### src/rtl/nasti_stream_pkg.sv
// Shared types and helpers for the NASTI-stream blocks.
// Latency: none (definitions only).
// Backpressure: none (definitions only).
package nasti_stream_pkg;

    localparam int NS_N_PORT     = 4;
    localparam int NS_DATA_WIDTH = 64;
    localparam int NS_ID_WIDTH   = 4;
    localparam int NS_DEST_WIDTH = 4;
    localparam int NS_USER_WIDTH = 4;
    localparam int NS_CNT_WIDTH  = 16;

    typedef enum logic {
        ST_IDLE = 1'b0,
        ST_BUSY = 1'b1
    } arb_state_t;

    // Index width for n items, never below one bit so single-port builds still elaborate.
    function automatic int clog2_min1(input int n);
        return (n <= 2) ? 1 : $clog2(n);
    endfunction

endpackage

### src/rtl/nasti_stream_slice.sv
// Two-entry skid register for a flat stream payload; outputs driven straight from flops.
// Latency: 1 cycle input to output, 1 beat/cycle sustained while the sink is ready.
// Backpressure: o_rdy is registered (count<2), so no combinational path from i_rdy to o_rdy.
module nasti_stream_slice #(
    parameter int PL_W = 8
) (
    input  logic            i_clk,
    input  logic            i_rst_n,
    input  logic            i_vld,
    output logic            o_rdy,
    input  logic [PL_W-1:0] i_dat,
    output logic            o_vld,
    input  logic            i_rdy,
    output logic [PL_W-1:0] o_dat
);

    logic [1:0]      r_cnt;
    logic [1:0]      w_cnt_nxt;
    logic            r_vld;
    logic            r_rdy;
    logic [PL_W-1:0] r_ent0;
    logic [PL_W-1:0] r_ent1;
    logic            w_push;
    logic            w_pop;

    assign w_push = i_vld && r_rdy;
    assign w_pop  = r_vld && i_rdy;
    assign o_rdy  = r_rdy;
    assign o_vld  = r_vld;
    assign o_dat  = r_ent0;

    // Occupancy update; push together with pop leaves the count unchanged.
    always_comb begin
        w_cnt_nxt = r_cnt;
        case ({w_push, w_pop})
            2'b10:   w_cnt_nxt = r_cnt + 2'd1;
            2'b01:   w_cnt_nxt = r_cnt - 2'd1;
            default: w_cnt_nxt = r_cnt;
        endcase
    end

    // Entry 0 is always the head; entry 1 only holds the beat absorbed while the sink stalled.
    always_ff @(posedge i_clk or negedge i_rst_n) begin
        if (!i_rst_n) begin
            r_cnt  <= 2'd0;
            r_vld  <= 1'b0;
            r_rdy  <= 1'b1;
            r_ent0 <= '0;
            r_ent1 <= '0;
        end else begin
            r_cnt <= w_cnt_nxt;
            r_vld <= (w_cnt_nxt != 2'd0);
            r_rdy <= (w_cnt_nxt != 2'd2);
            if (w_push && ((r_cnt == 2'd0) || w_pop)) begin
                r_ent0 <= i_dat;
            end else if (w_pop) begin
                r_ent0 <= (r_cnt == 2'd2) ? r_ent1 : '0;
            end
            if (w_push && !w_pop && (r_cnt == 2'd1)) begin
                r_ent1 <= i_dat;
            end
        end
    end

endmodule

### src/rtl/nasti_stream_arb_mux.sv
// N-to-1 stream packet mux: arbitrates ports addressed to DEST_ID, holds grant until t_last.
// Latency: one arbitration bubble per packet, then 1 cycle through the output skid slice.
// Backpressure: only the granted port sees in_ready, taken from the slice's registered ready.
module nasti_stream_arb_mux
    import nasti_stream_pkg::*;
#(
    parameter int N_PORT     = NS_N_PORT,
    parameter int DATA_WIDTH = NS_DATA_WIDTH,
    parameter int ID_WIDTH   = NS_ID_WIDTH,
    parameter int DEST_WIDTH = NS_DEST_WIDTH,
    parameter int USER_WIDTH = NS_USER_WIDTH,
    parameter int DEST_ID    = 0,
    parameter int RR_EN      = 1,
    parameter int CNT_WIDTH  = NS_CNT_WIDTH
) (
    input  logic                           aclk,
    input  logic                           aresetn,
    input  logic [N_PORT-1:0]              in_valid,
    output logic [N_PORT-1:0]              in_ready,
    input  logic [N_PORT*DATA_WIDTH-1:0]   in_data,
    input  logic [N_PORT*DATA_WIDTH/8-1:0] in_strb,
    input  logic [N_PORT*DATA_WIDTH/8-1:0] in_keep,
    input  logic [N_PORT-1:0]              in_last,
    input  logic [N_PORT*ID_WIDTH-1:0]     in_id,
    input  logic [N_PORT*DEST_WIDTH-1:0]   in_dest,
    input  logic [N_PORT*USER_WIDTH-1:0]   in_user,
    output logic                           out_valid,
    input  logic                           out_ready,
    output logic [DATA_WIDTH-1:0]          out_data,
    output logic [DATA_WIDTH/8-1:0]        out_strb,
    output logic [DATA_WIDTH/8-1:0]        out_keep,
    output logic                           out_last,
    output logic [ID_WIDTH-1:0]            out_id,
    output logic [DEST_WIDTH-1:0]          out_dest,
    output logic [USER_WIDTH-1:0]          out_user,
    output logic [N_PORT-1:0]              grant,
    output logic [CNT_WIDTH-1:0]           pkt_cnt
);

    localparam int STRB_W   = DATA_WIDTH / 8;
    localparam int IDX_W    = clog2_min1(N_PORT);
    localparam int LAST_POS = ID_WIDTH + DEST_WIDTH + USER_WIDTH;
    localparam int PL_W     = DATA_WIDTH + 2 * STRB_W + 1 + LAST_POS;
    localparam logic [DEST_WIDTH-1:0] DEST_MATCH = DEST_WIDTH'(DEST_ID);

    arb_state_t       r_state;
    arb_state_t       w_state_nxt;
    logic [N_PORT-1:0] r_grant;
    logic [N_PORT-1:0] w_grant_nxt;
    logic [IDX_W-1:0]  r_gidx;
    logic [IDX_W-1:0]  w_gidx_nxt;
    logic [IDX_W-1:0]  r_ptr;
    logic [IDX_W-1:0]  w_ptr_nxt;
    logic [IDX_W-1:0]  w_base;
    logic [N_PORT-1:0] w_req;
    logic [N_PORT-1:0] w_req_hi;
    logic [N_PORT-1:0] w_pick;
    logic              w_win_vld;
    logic [IDX_W-1:0]  w_win_idx;
    logic [N_PORT-1:0] w_win_oh;
    logic              w_sel_vld;
    logic [PL_W-1:0]   w_sel_pl;
    logic              w_sel_last;
    logic              w_busy;
    logic              w_slice_rdy;
    logic              w_acc;
    logic [PL_W-1:0]   w_out_pl;
    logic [CNT_WIDTH-1:0] r_pkt_cnt;

    assign w_busy = (r_state == ST_BUSY);
    assign w_base = (RR_EN != 0) ? r_ptr : '0;

    // A port requests only when its current beat is addressed to this mux.
    always_comb begin
        w_req = '0;
        for (int i = 0; i < N_PORT; i++) begin
            w_req[i] = in_valid[i] && (in_dest[i*DEST_WIDTH +: DEST_WIDTH] == DEST_MATCH);
        end
    end

    // Winner = lowest requester at or above the base, else lowest overall (wrap-around).
    always_comb begin
        w_req_hi = '0;
        for (int i = 0; i < N_PORT; i++) begin
            w_req_hi[i] = w_req[i] && (i >= int'(w_base));
        end
        w_pick    = (|w_req_hi) ? w_req_hi : w_req;
        w_win_vld = |w_req;
        w_win_idx = '0;
        w_win_oh  = '0;
        for (int i = N_PORT - 1; i >= 0; i--) begin
            if (w_pick[i]) begin
                w_win_idx   = IDX_W'(i);
                w_win_oh    = '0;
                w_win_oh[i] = 1'b1;
            end
        end
    end

    // Route the granted port's handshake and payload towards the slice.
    always_comb begin
        w_sel_vld = 1'b0;
        w_sel_pl  = '0;
        for (int i = 0; i < N_PORT; i++) begin
            if (r_grant[i]) begin
                w_sel_vld = in_valid[i];
                w_sel_pl  = {in_data[i*DATA_WIDTH +: DATA_WIDTH],
                             in_strb[i*STRB_W +: STRB_W],
                             in_keep[i*STRB_W +: STRB_W],
                             in_last[i],
                             in_id[i*ID_WIDTH +: ID_WIDTH],
                             in_dest[i*DEST_WIDTH +: DEST_WIDTH],
                             in_user[i*USER_WIDTH +: USER_WIDTH]};
            end
        end
    end

    assign w_sel_last = w_sel_pl[LAST_POS];
    assign w_acc      = w_busy && w_sel_vld && w_slice_rdy;
    assign in_ready   = r_grant & {N_PORT{w_busy && w_slice_rdy}};
    assign grant      = r_grant;

    // Next state: grab a winner when idle, release on the accepted last beat.
    always_comb begin
        w_state_nxt = r_state;
        w_grant_nxt = r_grant;
        w_gidx_nxt  = r_gidx;
        w_ptr_nxt   = r_ptr;
        case (r_state)
            ST_IDLE: begin
                if (w_win_vld) begin
                    w_state_nxt = ST_BUSY;
                    w_grant_nxt = w_win_oh;
                    w_gidx_nxt  = w_win_idx;
                end
            end
            ST_BUSY: begin
                if (w_acc && w_sel_last) begin
                    w_state_nxt = ST_IDLE;
                    w_grant_nxt = '0;
                    if (RR_EN != 0) begin
                        w_ptr_nxt = (r_gidx == IDX_W'(N_PORT - 1)) ? '0 : r_gidx + 1'b1;
                    end
                end
            end
            default: begin
                w_state_nxt = ST_IDLE;
                w_grant_nxt = '0;
            end
        endcase
    end

    // Arbitration state registers.
    always_ff @(posedge aclk or negedge aresetn) begin
        if (!aresetn) begin
            r_state <= ST_IDLE;
            r_grant <= '0;
            r_gidx  <= '0;
            r_ptr   <= '0;
        end else begin
            r_state <= w_state_nxt;
            r_grant <= w_grant_nxt;
            r_gidx  <= w_gidx_nxt;
            r_ptr   <= w_ptr_nxt;
        end
    end

    nasti_stream_slice #(
        .PL_W (PL_W)
    ) u_slice (
        .i_clk   (aclk),
        .i_rst_n (aresetn),
        .i_vld   (w_sel_vld && w_busy),
        .o_rdy   (w_slice_rdy),
        .i_dat   (w_sel_pl),
        .o_vld   (out_valid),
        .i_rdy   (out_ready),
        .o_dat   (w_out_pl)
    );

    assign {out_data, out_strb, out_keep, out_last, out_id, out_dest, out_user} = w_out_pl;

    // Count packets completed at the output; wraps naturally.
    always_ff @(posedge aclk or negedge aresetn) begin
        if (!aresetn) begin
            r_pkt_cnt <= '0;
        end else if (out_valid && out_ready && out_last) begin
            r_pkt_cnt <= r_pkt_cnt + 1'b1;
        end
    end

    assign pkt_cnt = r_pkt_cnt;

endmodule

### config.mk
export PLATFORM = sky130hd
export DESIGN_NAME = nasti_stream_arb_mux
export DESIGN_NICKNAME = d
export VERILOG_FILES = /design/src/rtl/nasti_stream_pkg.sv /design/src/rtl/nasti_stream_slice.sv /design/src/rtl/nasti_stream_arb_mux.sv
export SDC_FILE = /design/constraint.sdc
export NUM_CORES = 1
export LEC_CHECK = 0
export ABC_AREA = 0
export ABC_CLOCK_PERIOD_IN_PS = 2410
export CORE_AREA = 3 3 195 197
export CTS_BUF_LIST = sky130_fd_sc_hd__clkbuf_8
export CTS_CLUSTER_SIZE = 16
export DETAILED_ROUTE_END_ITERATION = 12
export DIE_AREA = 0 0 198 200
export DONT_BUFFER_PORTS = 1
export PLACE_DENSITY = 0.53
export SYNTH_ARGS = -nofsm -noshare
export SYNTH_HDL_FRONTEND = slang
export SYNTH_SLANG_ARGS = --single-unit
### constraint.sdc
create_clock -name aclk -period 2.41 [get_ports aclk]
set_clock_uncertainty 0.05 [all_clocks]
set_input_delay 0.241 -clock aclk [delete_from_list [all_inputs] [get_ports aclk]]
set_output_delay 0.241 -clock aclk [all_outputs]
set_load 0.01 [all_outputs]
==> summary.txt <==
Floorplanning
  – Die height: 200 um
  – Starting Density: 32.0%
  – Cell row count: 70
  – Core area: 36400 um^2
  – Top Ports: 497
  – Die area: 39600 um^2
  – Die width: 198 um

Synthesis
  – Mapped cell area: 11700 um^2
  – Post-synth ARST share: 100%
  – Number of distinct library cells after synthesis: 51
  – Post-synth EDFFs: 0
  – Synth Flop Type: dfrtp_1
  – Post-Syn Nets: 1693
  – Synth Warn #: 0
  – Cells after Synth: 1307
  – Avg Synthesized Cell Area: 8.93 um^2
  – Sequential fraction of the synthesis area: 46.1%
  – #FFs+latches synth: 215

Clock network
  – CTS tree: yes
  – Worst-path clk slew: 0.06 ns
  – CTS buffer count: 40
  – Clk buf depth: 3
  – Sink Count: 215
  – CTS Root Buffer Type: clkbuf_8
  – # hold bufs at CTS: 99
  – Number of setup buffers added after CTS: 0
  – H-tree levels: 2
  – Cts repair resizes: 0
  – Worst-Skew Late Latency: 0.54 ns

Worst setup path
  – Flop2flop setup slack: 0.14 ns
  – CP Launch Type: register
  – Worst Path Max Fanout: 56
  – Reg-to-reg endpoint: r_state
  – WP data arrival: 2.64 ns
  – Worst r2r src: grant[2]
  – Crit Path Class: register to register
  – Reg2Reg Depth: 6
  – Setup crit end kind: register
  – Required @ worst endpoint: 2.78 ns

Final layout
  – Finished Core Util: 38.2%
  – Area delta synth->final: 19.1%
  – Register area: 5390 um^2
  – Fillers: 3665
  – Layout cells sized above 1: 7.69%
  – Layout net count: 1740
  – Area of the multi-input gates: 5710 um^2

Power and ir drop
  – Worst VDD drop: 0.577 mV
  – Leakage: 6.53 nW
  – Pwr/cell area: 1360 nW/um^2

Run status
  – Violated checks: negative hold slack
  – Status: finished, violations left

Placed design
  – Post-DP HPWL: 27900 um
  – IO buf count: 0
  – Pre-CTS setup slack: 0.208 ns
  – Placer Congestion: 0.840

STA
  – Final Critical Period: 2.27 ns
  – Final period util: 94.0%
  – Slew HR: 44.3%
  – Final Hold Viols: 215
  – Max Slew Vio Count: 0
  – Endpoints failing setup: 0
  – Max Clk Rate: 441 MHz
  – Hold WS: -0.649 ns
  – Setup_tns: 0 ns
  – Slew @ Worst Pin: 0.836 ns
  – Final WS setup: 0.145 ns
  – RSZ-0062 raised after global routing: no

Route
  – Total Routed Length: 40500 um
  – Drt first pass iters: 5
  – Initial drt markers: 585
  – Post-DR vias/cell: 5.67
  – Routed len/inst: 21.9 um
  – # DRC: 0
  – Antenna Violating Nets Remaining: 0
  – Via count: 10500

Global routing
  – Initial antenna violation count: 7
  – Vias in the first global route: 10000
  – Tot GR Track Use: 19.2%
  – Global route total overflow: 0
  – Largest net degree at the start of global routing: 216
  – First-pass GRT wire length: 59600 um

Job
  – MaxCap Viol Count: 0

Min path
  – Hold crit path type: primary input to asynchronous set/reset pin
-- sequential cells by signal, indices dropped and copies added, names as in the netlist --
name and count:
u_slice.o_dat 93, u_slice.r_ent1 93, pkt_cnt 16, grant 4, r_gidx 2, r_ptr 2
u_slice.r_cnt 2, r_state 1, u_slice.o_rdy 1, u_slice.o_vld 1
-- area by class of cell --
class / count / area share (%)
diodes: 8 / 0.144
clock buffers: 50 / 4.95
clock inverters: 17 / 0.558
inverters: 13 / 0.369
multi-input cells: 954 / 41.1
flip-flops and latches: 215 / 38.8
well taps: 468 / 4.21
repair buffers: 130 / 9.88
-- cells in the final DEF (no fill, tap or decap), types with 6 or more instances in the layout --
| cell | Yosys | final |
|---|---|---|
| buf_12 | 0 | 12 |
| a21oi_1 | 282 | 282 |
| dfrtp_1 | 214 | 211 |
| diode_2 | 0 | 8 |
| nor3_1 | 94 | 94 |
| a221oi_1 | 94 | 94 |
| nor2_1 | 196 | 196 |
| and3_1 | 99 | 99 |
| mux2i_1 | 93 | 93 |
| ha_1 | 7 | 6 |
| clkbuf_8 | 0 | 50 |
| inv_1 | 13 | 23 |
| xnor2_1 | 10 | 10 |
| nand2_1 | 20 | 19 |
| nand3_1 | 6 | 6 |
| dlygate4sd3_1 | 0 | 99 |
| buf_4 | 1 | 19 |
-- per-layer routing --
metal / part of all wire, % / global-route usage [%] / vias to the layer above / wire (um)
li1: - / - / 4891 / -
met1: 39 / 23.3 / 5069 / 15900
met2: 50 / 33.2 / 476 / 20400
met3: 7.4 / 4.45 / 75 / 3020
met4: 3.1 / 7.99 / 0 / 1260
met5: 0 / 0 / - / 0
-- cells in the mapped netlist, types with 10 or more instances --
library cell | number | share of area (%)
xnor2_1 | 10 | 0.75
clkbuf_1 | 100 | 3.2
a221oi_1 | 94 | 7.1
dfrtp_1 | 214 | 46
nor2_1 | 196 | 6.3
and3_1 | 99 | 5.3
inv_1 | 13 | 0.42
mux2i_1 | 93 | 8.0
buf_2 | 11 | 0.47
nand2_1 | 20 | 0.64
nor3_1 | 94 | 4.0
a21oi_1 | 282 | 12
-- how the worst max path moves through the flow --
stage	slack, ns	depth (start not counted)	from	endpoint
final	0.14	6	grant[2]	r_state
after global routing	0.01	9	grant[2]	u_slice.r_ent1[49]
after floorplan	0.03	12	grant[3]	u_slice.r_ent1[73]
after CTS	0.15	6	grant[2]	r_state
after detailed placement	0.21	7	grant[0]	u_slice.r_ent1[21]
after global placement	0.25	7	grant[0]	u_slice.r_ent1[21]
-- power by group --
part	switching (mW)	internal [mW]
sequential	1.72	5.38
combinational	5.13	3.32
clock	1.53	1.85
total	8.38	10.6
-- kinds of logic after synthesis --
kind of cell | share of synthesized area, %
xor+xnor | 1.13
compound gates | 20.6
buf+inv | 5.17
simple gates | 18.1
mux | 8.17
flops | 46.1
fa+ha+maj | 0.751
-- critical path: stages, from the launching register on --
cell,delay (ns)
dfrtp_4,0.45
buf_12,0.25
a21oi_1,0.07
a221oi_1,0.32
o211a_1,0.36
a41oi_1,0.06
dlygate4sd3_1,0.57
-- through the flow --
stage | hold slack, ns | cells | area, um^2 | total power [mW]
final | -0.649 | 1855 | 13900 | 18.9
after global routing | -0.705 | 1853 | 13900 | 20.4
after CTS | -0.710 | 1847 | 13900 | 19.1
after floorplan | -0.105 | 1307 | 11700 | 13.0
after global placement | -0.100 | 1681 | 12100 | 15.2
after detailed placement | -0.0990 | 1681 | 12100 | 15.5
No activity file was read; power rests on OpenSTA's default activity.
